[config.mk]
export PLATFORM = sky130hd
export DESIGN_NAME = a51_keystream
export DESIGN_NICKNAME = d
export VERILOG_FILES = /design/src/rtl/a51_keystream.sv
export SDC_FILE = /design/constraint.sdc
export NUM_CORES = 1
export LEC_CHECK = 0
export CORE_MARGIN = 2
export CORE_UTILIZATION = 47
export DETAILED_ROUTE_END_ITERATION = 10
export GPL_ROUTABILITY_DRIVEN = 0
export PLACE_DENSITY = 0.79
export RECOVER_POWER = 25
export SLEW_MARGIN = 40
export SYNTH_ARGS = -nofsm -noshare
export SYNTH_HDL_FRONTEND = slang
export SYNTH_SLANG_ARGS = --single-unit
[constraint.sdc]
create_clock -name C -period 2.1 [get_ports C]
set_input_delay 0.315 -clock C [delete_from_list [all_inputs] [get_ports C]]
set_output_delay 0.315 -clock C [all_outputs]
set_load 0.005 [all_outputs]
[src/rtl/a51_keystream.sv]
// Purpose : A5/1 keystream core. It loads a 64-bit key and a 22-bit frame number, runs the mixing clocks, and then emits keystream bits.
// Latency : 1 cycle. A strobe sampled on edge n is reflected in KS/KS_VALID/DOUT after edge n. All outputs are registered.
// Backpr. : none. The sequencer strobes pace the core. With no strobe high, all state holds and KS_VALID is 0.
// Ports   : C / CLR_N (async active-low) ; STAGEONE/STAGETWO/STAGETHREE/OUTPUTSTAGE phase strobes
//           KEY[63:0], FRAME[21:0] ; KS, KS_VALID, SEQ_ERR (sticky)
// Config  : define A51_CIPHER_EN to add DIN/DOUT, where DOUT = DIN ^ keystream.
module a51_keystream (
    input  logic        C,
    input  logic        CLR_N,
    input  logic        STAGEONE,
    input  logic        STAGETWO,
    input  logic        STAGETHREE,
    input  logic        OUTPUTSTAGE,
    input  logic [63:0] KEY,
    input  logic [21:0] FRAME,
`ifdef A51_CIPHER_EN
    input  logic        DIN,
    output logic        DOUT,
`endif
    output logic        KS,
    output logic        KS_VALID,
    output logic        SEQ_ERR
);

    typedef enum logic [2:0] {S_IDLE, S_KEY, S_FRM, S_MIX, S_OUT} state_t;

    state_t      state, state_nxt, phase;
    logic [18:0] r1, r1_nxt, r1_clk, r1_maj;
    logic [21:0] r2, r2_nxt, r2_clk, r2_maj;
    logic [22:0] r3, r3_nxt, r3_clk, r3_maj;
    logic [6:0]  idx, idx_nxt, idx_inc, fidx;
    logic [31:0] frame_ext;
    logic        maj, entry, multi, kbit, fbit, ks_new;
    logic        ks_nxt, ksv_nxt, err_nxt, err_set;
`ifdef A51_CIPHER_EN
    logic        dout_nxt;
`endif

    always_comb begin
        // Strobe priority decode. The IDLE phase leaves everything untouched.
        if (STAGEONE)         phase = S_KEY;
        else if (STAGETWO)    phase = S_FRM;
        else if (STAGETHREE)  phase = S_MIX;
        else if (OUTPUTSTAGE) phase = S_OUT;
        else                  phase = S_IDLE;

        multi = (STAGEONE & STAGETWO) | (STAGEONE & STAGETHREE) | (STAGEONE & OUTPUTSTAGE) |
                (STAGETWO & STAGETHREE) | (STAGETWO & OUTPUTSTAGE) | (STAGETHREE & OUTPUTSTAGE);
        entry   = (phase != S_IDLE) && (phase != state);
        idx_inc = (idx == 7'd127) ? idx : idx + 7'd1;

        r1_clk = {r1[17:0], r1[13] ^ r1[16] ^ r1[17] ^ r1[18]};
        r2_clk = {r2[20:0], r2[20] ^ r2[21]};
        r3_clk = {r3[21:0], r3[7] ^ r3[20] ^ r3[21] ^ r3[22]};

        maj    = (r1[8] & r2[10]) | (r1[8] & r3[10]) | (r2[10] & r3[10]);
        r1_maj = (r1[8]  == maj) ? r1_clk : r1;
        r2_maj = (r2[10] == maj) ? r2_clk : r2;
        r3_maj = (r3[10] == maj) ? r3_clk : r3;
        ks_new = r1_maj[18] ^ r2_maj[21] ^ r3_maj[22];

        // Indices beyond the key/frame width contribute nothing. Such
        // over-long phases are reported through the count checks instead.
        kbit      = KEY[idx[5:0]] & ~idx[6];
        frame_ext = {10'b0, FRAME};
        fidx      = entry ? 7'd0 : idx;
        fbit      = frame_ext[fidx[4:0]] & ~(|fidx[6:5]);

        state_nxt = (phase == S_IDLE) ? state : phase;
        r1_nxt    = r1;
        r2_nxt    = r2;
        r3_nxt    = r3;
        idx_nxt   = idx;
        ks_nxt    = KS;
        ksv_nxt   = 1'b0;
`ifdef A51_CIPHER_EN
        dout_nxt  = DOUT;
`endif
        err_set   = multi;

        case (phase)
            S_KEY: begin
                if (entry) begin
                    // Start from cleared registers. Clocking zeros yields zeros,
                    // so only key bit 0 remains.
                    r1_nxt  = {18'b0, KEY[0]};
                    r2_nxt  = {21'b0, KEY[0]};
                    r3_nxt  = {22'b0, KEY[0]};
                    idx_nxt = 7'd1;
                end else begin
                    r1_nxt  = r1_clk ^ {18'b0, kbit};
                    r2_nxt  = r2_clk ^ {21'b0, kbit};
                    r3_nxt  = r3_clk ^ {22'b0, kbit};
                    idx_nxt = idx_inc;
                end
            end
            S_FRM: begin
                r1_nxt  = r1_clk ^ {18'b0, fbit};
                r2_nxt  = r2_clk ^ {21'b0, fbit};
                r3_nxt  = r3_clk ^ {22'b0, fbit};
                idx_nxt = entry ? 7'd1 : idx_inc;
                if (entry && (state != S_KEY || idx != 7'd64)) err_set = 1'b1;
            end
            S_MIX: begin
                r1_nxt  = r1_maj;
                r2_nxt  = r2_maj;
                r3_nxt  = r3_maj;
                idx_nxt = entry ? 7'd1 : idx_inc;
                if (entry && (state != S_FRM || idx != 7'd22)) err_set = 1'b1;
            end
            S_OUT: begin
                r1_nxt  = r1_maj;
                r2_nxt  = r2_maj;
                r3_nxt  = r3_maj;
                idx_nxt = entry ? 7'd1 : idx_inc;
                ks_nxt  = ks_new;
                ksv_nxt = 1'b1;
`ifdef A51_CIPHER_EN
                dout_nxt = DIN ^ ks_new;
`endif
                if (entry && (state != S_MIX || idx != 7'd100)) err_set = 1'b1;
            end
            default: ;
        endcase

        // KEY entry clears the sticky error. A violation on the same edge still sets it.
        err_nxt = ((phase == S_KEY && entry) ? 1'b0 : SEQ_ERR) | err_set;
    end

    always_ff @(posedge C or negedge CLR_N) begin
        if (!CLR_N) begin
            state    <= S_IDLE;
            r1       <= '0;
            r2       <= '0;
            r3       <= '0;
            idx      <= '0;
            KS       <= 1'b0;
            KS_VALID <= 1'b0;
            SEQ_ERR  <= 1'b0;
`ifdef A51_CIPHER_EN
            DOUT     <= 1'b0;
`endif
        end else begin
            state    <= state_nxt;
            r1       <= r1_nxt;
            r2       <= r2_nxt;
            r3       <= r3_nxt;
            idx      <= idx_nxt;
            KS       <= ks_nxt;
            KS_VALID <= ksv_nxt;
            SEQ_ERR  <= err_nxt;
`ifdef A51_CIPHER_EN
            DOUT     <= dout_nxt;
`endif
        end
    end

endmodule

### Word level (Yosys, flattened, before mapping)

Cells that the tools add are included.

* register bits: 77
* output and inout bits: 3
* logic and storage cells: 113

* add/subtract/negate cells: 1
* $lt $le $gt $ge: 2
* eq/ne operators: 19
* mux-type cells: 26
* bitwise gates (word level): 36
* reduce and logical (&&, ||, !) cells: 18

Operator list (count)
* one-hot mux 23 bit (3 select lines): 1
* one-hot mux 22 bit (3 select lines): 1
* one-hot mux 19 bit (3 select lines): 1
* two-way mux 23 bit: 2
* bitwise XOR 23 x 1 -> 23 bit: 2
* two-way mux 22 bit: 2
* bitwise XOR 22 x 1 -> 22 bit: 2
* two-way mux 19 bit: 2
* bitwise XOR 19 x 1 -> 19 bit: 2
* two-way mux 7 bit: 3
* != test 7 bit (second input constant): 2
* two-way mux 3 bit: 4
* bitwise AND 1 bit: 11
* bitwise XOR 1 bit: 9
* bitwise OR 1 bit: 8
* AND reduction 2 bit: 4
* adder 7 x 1 -> 7 bit (second input constant): 1
* equality test 7 bit (second input constant): 1
* < comparator 6 x 7 -> 1 bit (second input constant): 1
* two-way mux 1 bit: 7
* != test 7 x 5 -> 1 bit (second input constant): 1
* binary-select mux 1 bit (select 6 bit): 1
* equality test 3 x 2 -> 1 bit (second input constant): 2
* < comparator 5 x 6 -> 1 bit (second input constant): 1
* other kinds (17): 31

### Longest topological paths before layout

* depth in word-level cells: 12
* gate-level depth with buffers: 9

### Worst setup path before layout

OpenSTA, ideal clock, no wires.

* kind: flip-flop to flip-flop
* start point: reg idx[0]
* end point: reg r3[0]
* library setup time: 139 ps
* data arrival time: 2067 ps
* path slack: -106 ps
* stages on the path, launching flop included: 10
* buffers on the path: 2
* period minus slack after synthesis: 2206 ps
* cell sequence: dfrtp_1 -> buf_6 -> buf_6 -> mux2i_1 -> a221oi_1 -> nand3_1 -> a31oi_1 -> mux2_1 -> a311oi_1 -> o311ai_1

* cells in the longest elaborated chain, start to end: 6
* elaborated cells on any way between the ends: 11
* classes of those cells: 7 x mux; 4 x bitwise

RTL lines
* start: declaration: RTL line 31 `logic [6:0] idx, idx_nxt, idx_inc, fidx;`
* start signal: assignment: RTL line 148 `idx <= idx_nxt;`
* binary-select mux 1 bit (select 6 bit) or two-way mux 7 bit (tied branches): RTL line 64, 66
* two-way mux 1 bit (implied by the code) or binary-select mux 1 bit (select 5 bit) (tied branches): RTL line 64, 67
* bitwise AND 1 bit or two-way mux 1 bit (tied branches): RTL line 64, 67
* bitwise XOR 23 x 1 -> 23 bit or bitwise AND 1 bit (tied branches): RTL line 93, 67
* two-way mux 23 bit or bitwise XOR 23 x 1 -> 23 bit (tied branches): RTL line 83, 100
* one-hot mux 23 bit (3 select lines) *: RTL line 81 `case (phase)`
* end signal: assignment: RTL line 147 `r3 <= r3_nxt;`
* end: declaration: RTL line 30 `logic [22:0] r3, r3_nxt, r3_clk, r3_maj;`

Mark *: on every way between the ends. The rest lies on a longest branch, timed or not. The select of a mux whose other input is x is not followed.
A chain may end at the register's enable or synchronous reset.

### Worst setup path after layout

Same ends and word-level chain as after synthesis.

==> impl_metrics.toml <==
[routing]
vias_per_cell = 5.61
firstDrtPassIters = 7
top_layer = "met4"
drt-total-wl_um = 12700
vias = 4345
ant_nets = 0
wl_per_cell_um = 16.5
drc = 0
drt-initial-drc-count = 279
wl_met3_um = 456
drt-met1-wl_um = 5410
wl_met2_um = 6490

[final_layout]
nFillCells = 755
fin_cells = 774
drive_gt1_share_pct = 20.9
final_common_cell = "nand2_1"
final_nets = 736
antennaDiodeCount = 0
area_growth_pct = 41.4
layout_common_cells = "nand2_1 (95), clkdlybuf4s50_1 (92), dfrtp_1 (74), buf_4 (68), nor2_1 (32)"

[cts]
clkSlewWorstSetupHoldPaths_ps = 70
worstSkewPairLatency_ps = 350
cts_tree = "built"
clockBufferDepth = 2
cts_sinks = 77
ctsRootBufferMaster = "clkbuf_8"
htreeDepth = 3
cts_buffers = 9

[min_path]
hold_path_class = "flop to flop"

[floorplanning]
core_area_mm2 = 0.00964
die_y_um = 103
die_w_um = 103
die_area_mm2 = 0.0106
pin_count = 95
rows = 36
start_util_pct = 47.8

[worst_setup_path]
worst-r2r-cell-count = 8
cp.arrival_ps = 2530
worstSetupPathType = "flop to flop"
r2r-start = "idx[0]"
path_cells = "clkbuf_16, mux2i_1, a221oi_2, o211ai_2, a31oi_1, mux2_1, a311oi_1, o311ai_1"
cp-startpoint = "idx[0]"
crit_path_end = "r3[0]"
worst_setup_path_end_kind = "flop"
worst-r2r-setup-slack_ps = -220
cp_max_fo = 5
critical-path-max-stage-delay_ps = 480
regToRegEndpoint = "r3[0]"
slowest_stage = "dfrtp_2"
cp.required_ps = 2310
cp-start-kind = "flop"

[global_routing]
antenna_found_initial = 0
grt_max_degree = 44
track_usage_pct = 24.6
grt_overflow = 0
grt_pass1_wl_um = 20200
grt_pass1_vias = 4139

[logic_synthesis]
syn_avg_cell_area_um2 = 9.50
syn_area_mm2 = 0.00461
synth.distinct_cells = 60
synth_fp_nets = 583
synth_top_area_share_pct = 41.8
synth_cells = 485
ys_seq_elements = 77
yosysTopAreaCell = "dfrtp_1"
yosysSeqAreaShare_pct = 41.8
synth_flop_cell = "dfrtp_1"
synth_edf_count = 0
yosys_warnings = 0
synthTopCellsByArea = "dfrtp_1 (42%), nand2_1 (7.7%), mux4_1 (6.8%)"
synthArstFlopShare_pct = 100

[timing]
layout_setup_ws_ps = -222
clock_skew_ps = 7.12
hold_violations = 0
finalSetupViolations = 7
fin_crit_ps = 2320
rsz0062_at_grt = "true"
slew_viol_final = 0
tightestPinTransition_ps = 1080
fmax_mhz = 431
period_share_pct = 111
hold_ws_ps = 486
slew_headroom_pct = 28.2

[pwr]
power.density_mw_per_mm2 = 577
p_leak_nw = 2.83
irDropWorstVdd_v = 0.000491

[placed_design]
io_buffers = 94
placed_cells = 751
dp_hpwl_um = 9350

[status]
outcome = "complete, but fails checks"
violations = "negative setup slack"

[flow_run]
maxCapViolations = 0
==> sequential cells by signal, summed over array words and instances, names as in the netlist <==
name      count
idx           7
r1           19
state         3
SEQ_ERR       1
r2           22
r3           23
KS            1
KS_VALID      1
==> cell families (layout without fill, tap and decap cells) <==
family          Yosys count  count (layout)  share of synthesized area (%)
simple gates            190             190                           18.7
compound gates          115             115                           16.3
flops                    77              77                           41.8
buf+inv                  40             196                           4.34
mux                      39              39                           13.8
xor+xnor                 16              16                           3.04
fa+ha+maj                 8               8                           2.06
==> worst min path at each step <==
stage / from / endpoint / slack, ps / depth (start not counted)
2_1_floorplan: CLR_N / KS / 20 / 0
3_3_place_gp: CLR_N / r3[17] / 340 / 1
3_5_place_dp: CLR_N / r3[17] / 350 / 1
4_1_cts: r3[2] / r3[2] / 490 / 2
5_1_grt: r2[9] / r2[9] / 510 / 2
6_report: r3[2] / r3[2] / 490 / 2
==> what timing repair did <==
| item | in CTS | in global routing |
|---|---|---|
| endpoints found under the setup margin | 30 | 31 |
| cloned | 0 | 1 |
| buffers inserted | 4 | 3 |
| endpoints found under the hold margin | 42 | 0 |
| hold buffers | 1 | 0 |
| pin swaps | 3 | 8 |
| resized for setup | 12 | 40 |
==> critical path: cells and delay by family, from the launching register on <==
family                 cells  cell delay, ps
AO/OA/AOI/OAI              5            1050
buffers and inverters      1             180
flip-flops                 1             480
multiplexers               2             470
==> area by class of cell <==
class                           count  area, µm²  share of cell area, %
Multi-Input combinational cell    368       2570                   39.4
Sequential cell                    77       1930                   29.6
Timing Repair Buffer              175       1650                   25.3
Tap cell                          133        166                   2.55
Clock buffer                        9        124                   1.90
Clock inverter                      5       53.8                  0.826
Inverter                            7       26.3                  0.403
==> layer usage <==
metal	GRT usage (%)	vias up
li1	-	2051
met5	0	-
met3	4.34	40
met2	40.6	114
met1	33.0	2140
met4	8.30	0
==> power breakdown <==
| group | internal (mW) | total, mW | leakage (nW) | switching (mW) |
|---|---|---|---|---|
| combinational | 0.611 | 1.07 | 1.70 | 0.463 |
| clock | 0.531 | 1.06 | 0.0947 | 0.524 |
| sequential | 1.56 | 1.63 | 1.04 | 0.0639 |
==> Yosys cell counts, types with 6 or more instances <==
cell and instances:
xnor2_1 13, a21oi_1 19, ha_1 6, clkbuf_1 16
buf_2 9, nand3_1 13, nor2b_1 6, dfrtp_1 77
nor3_1 10, a22o_1 16, o21ai_0 46, inv_1 6
nand2_1 95, mux2i_1 22, mux4_1 12, nor2_1 35
==> metrics by stage <==
stage / area [µm²] / power [mW] / util [%] / setup WS, ps / setup TNS [ps]
2_1_floorplan: 4610 / 2.17 / - / -61.4 / -61.4
3_3_place_gp: 6130 / 2.58 / 63.6 / -398 / -11440
3_5_place_dp: 6130 / 2.61 / 63.6 / -506 / -13510
4_1_cts: 6380 / 3.68 / 66.2 / -160 / -258
5_1_grt: 6520 / 3.92 / 67.6 / -330 / -1830
6_report: 6520 / 3.76 / 67.6 / -222 / -783
No activity file was read; power rests on OpenSTA's default activity.
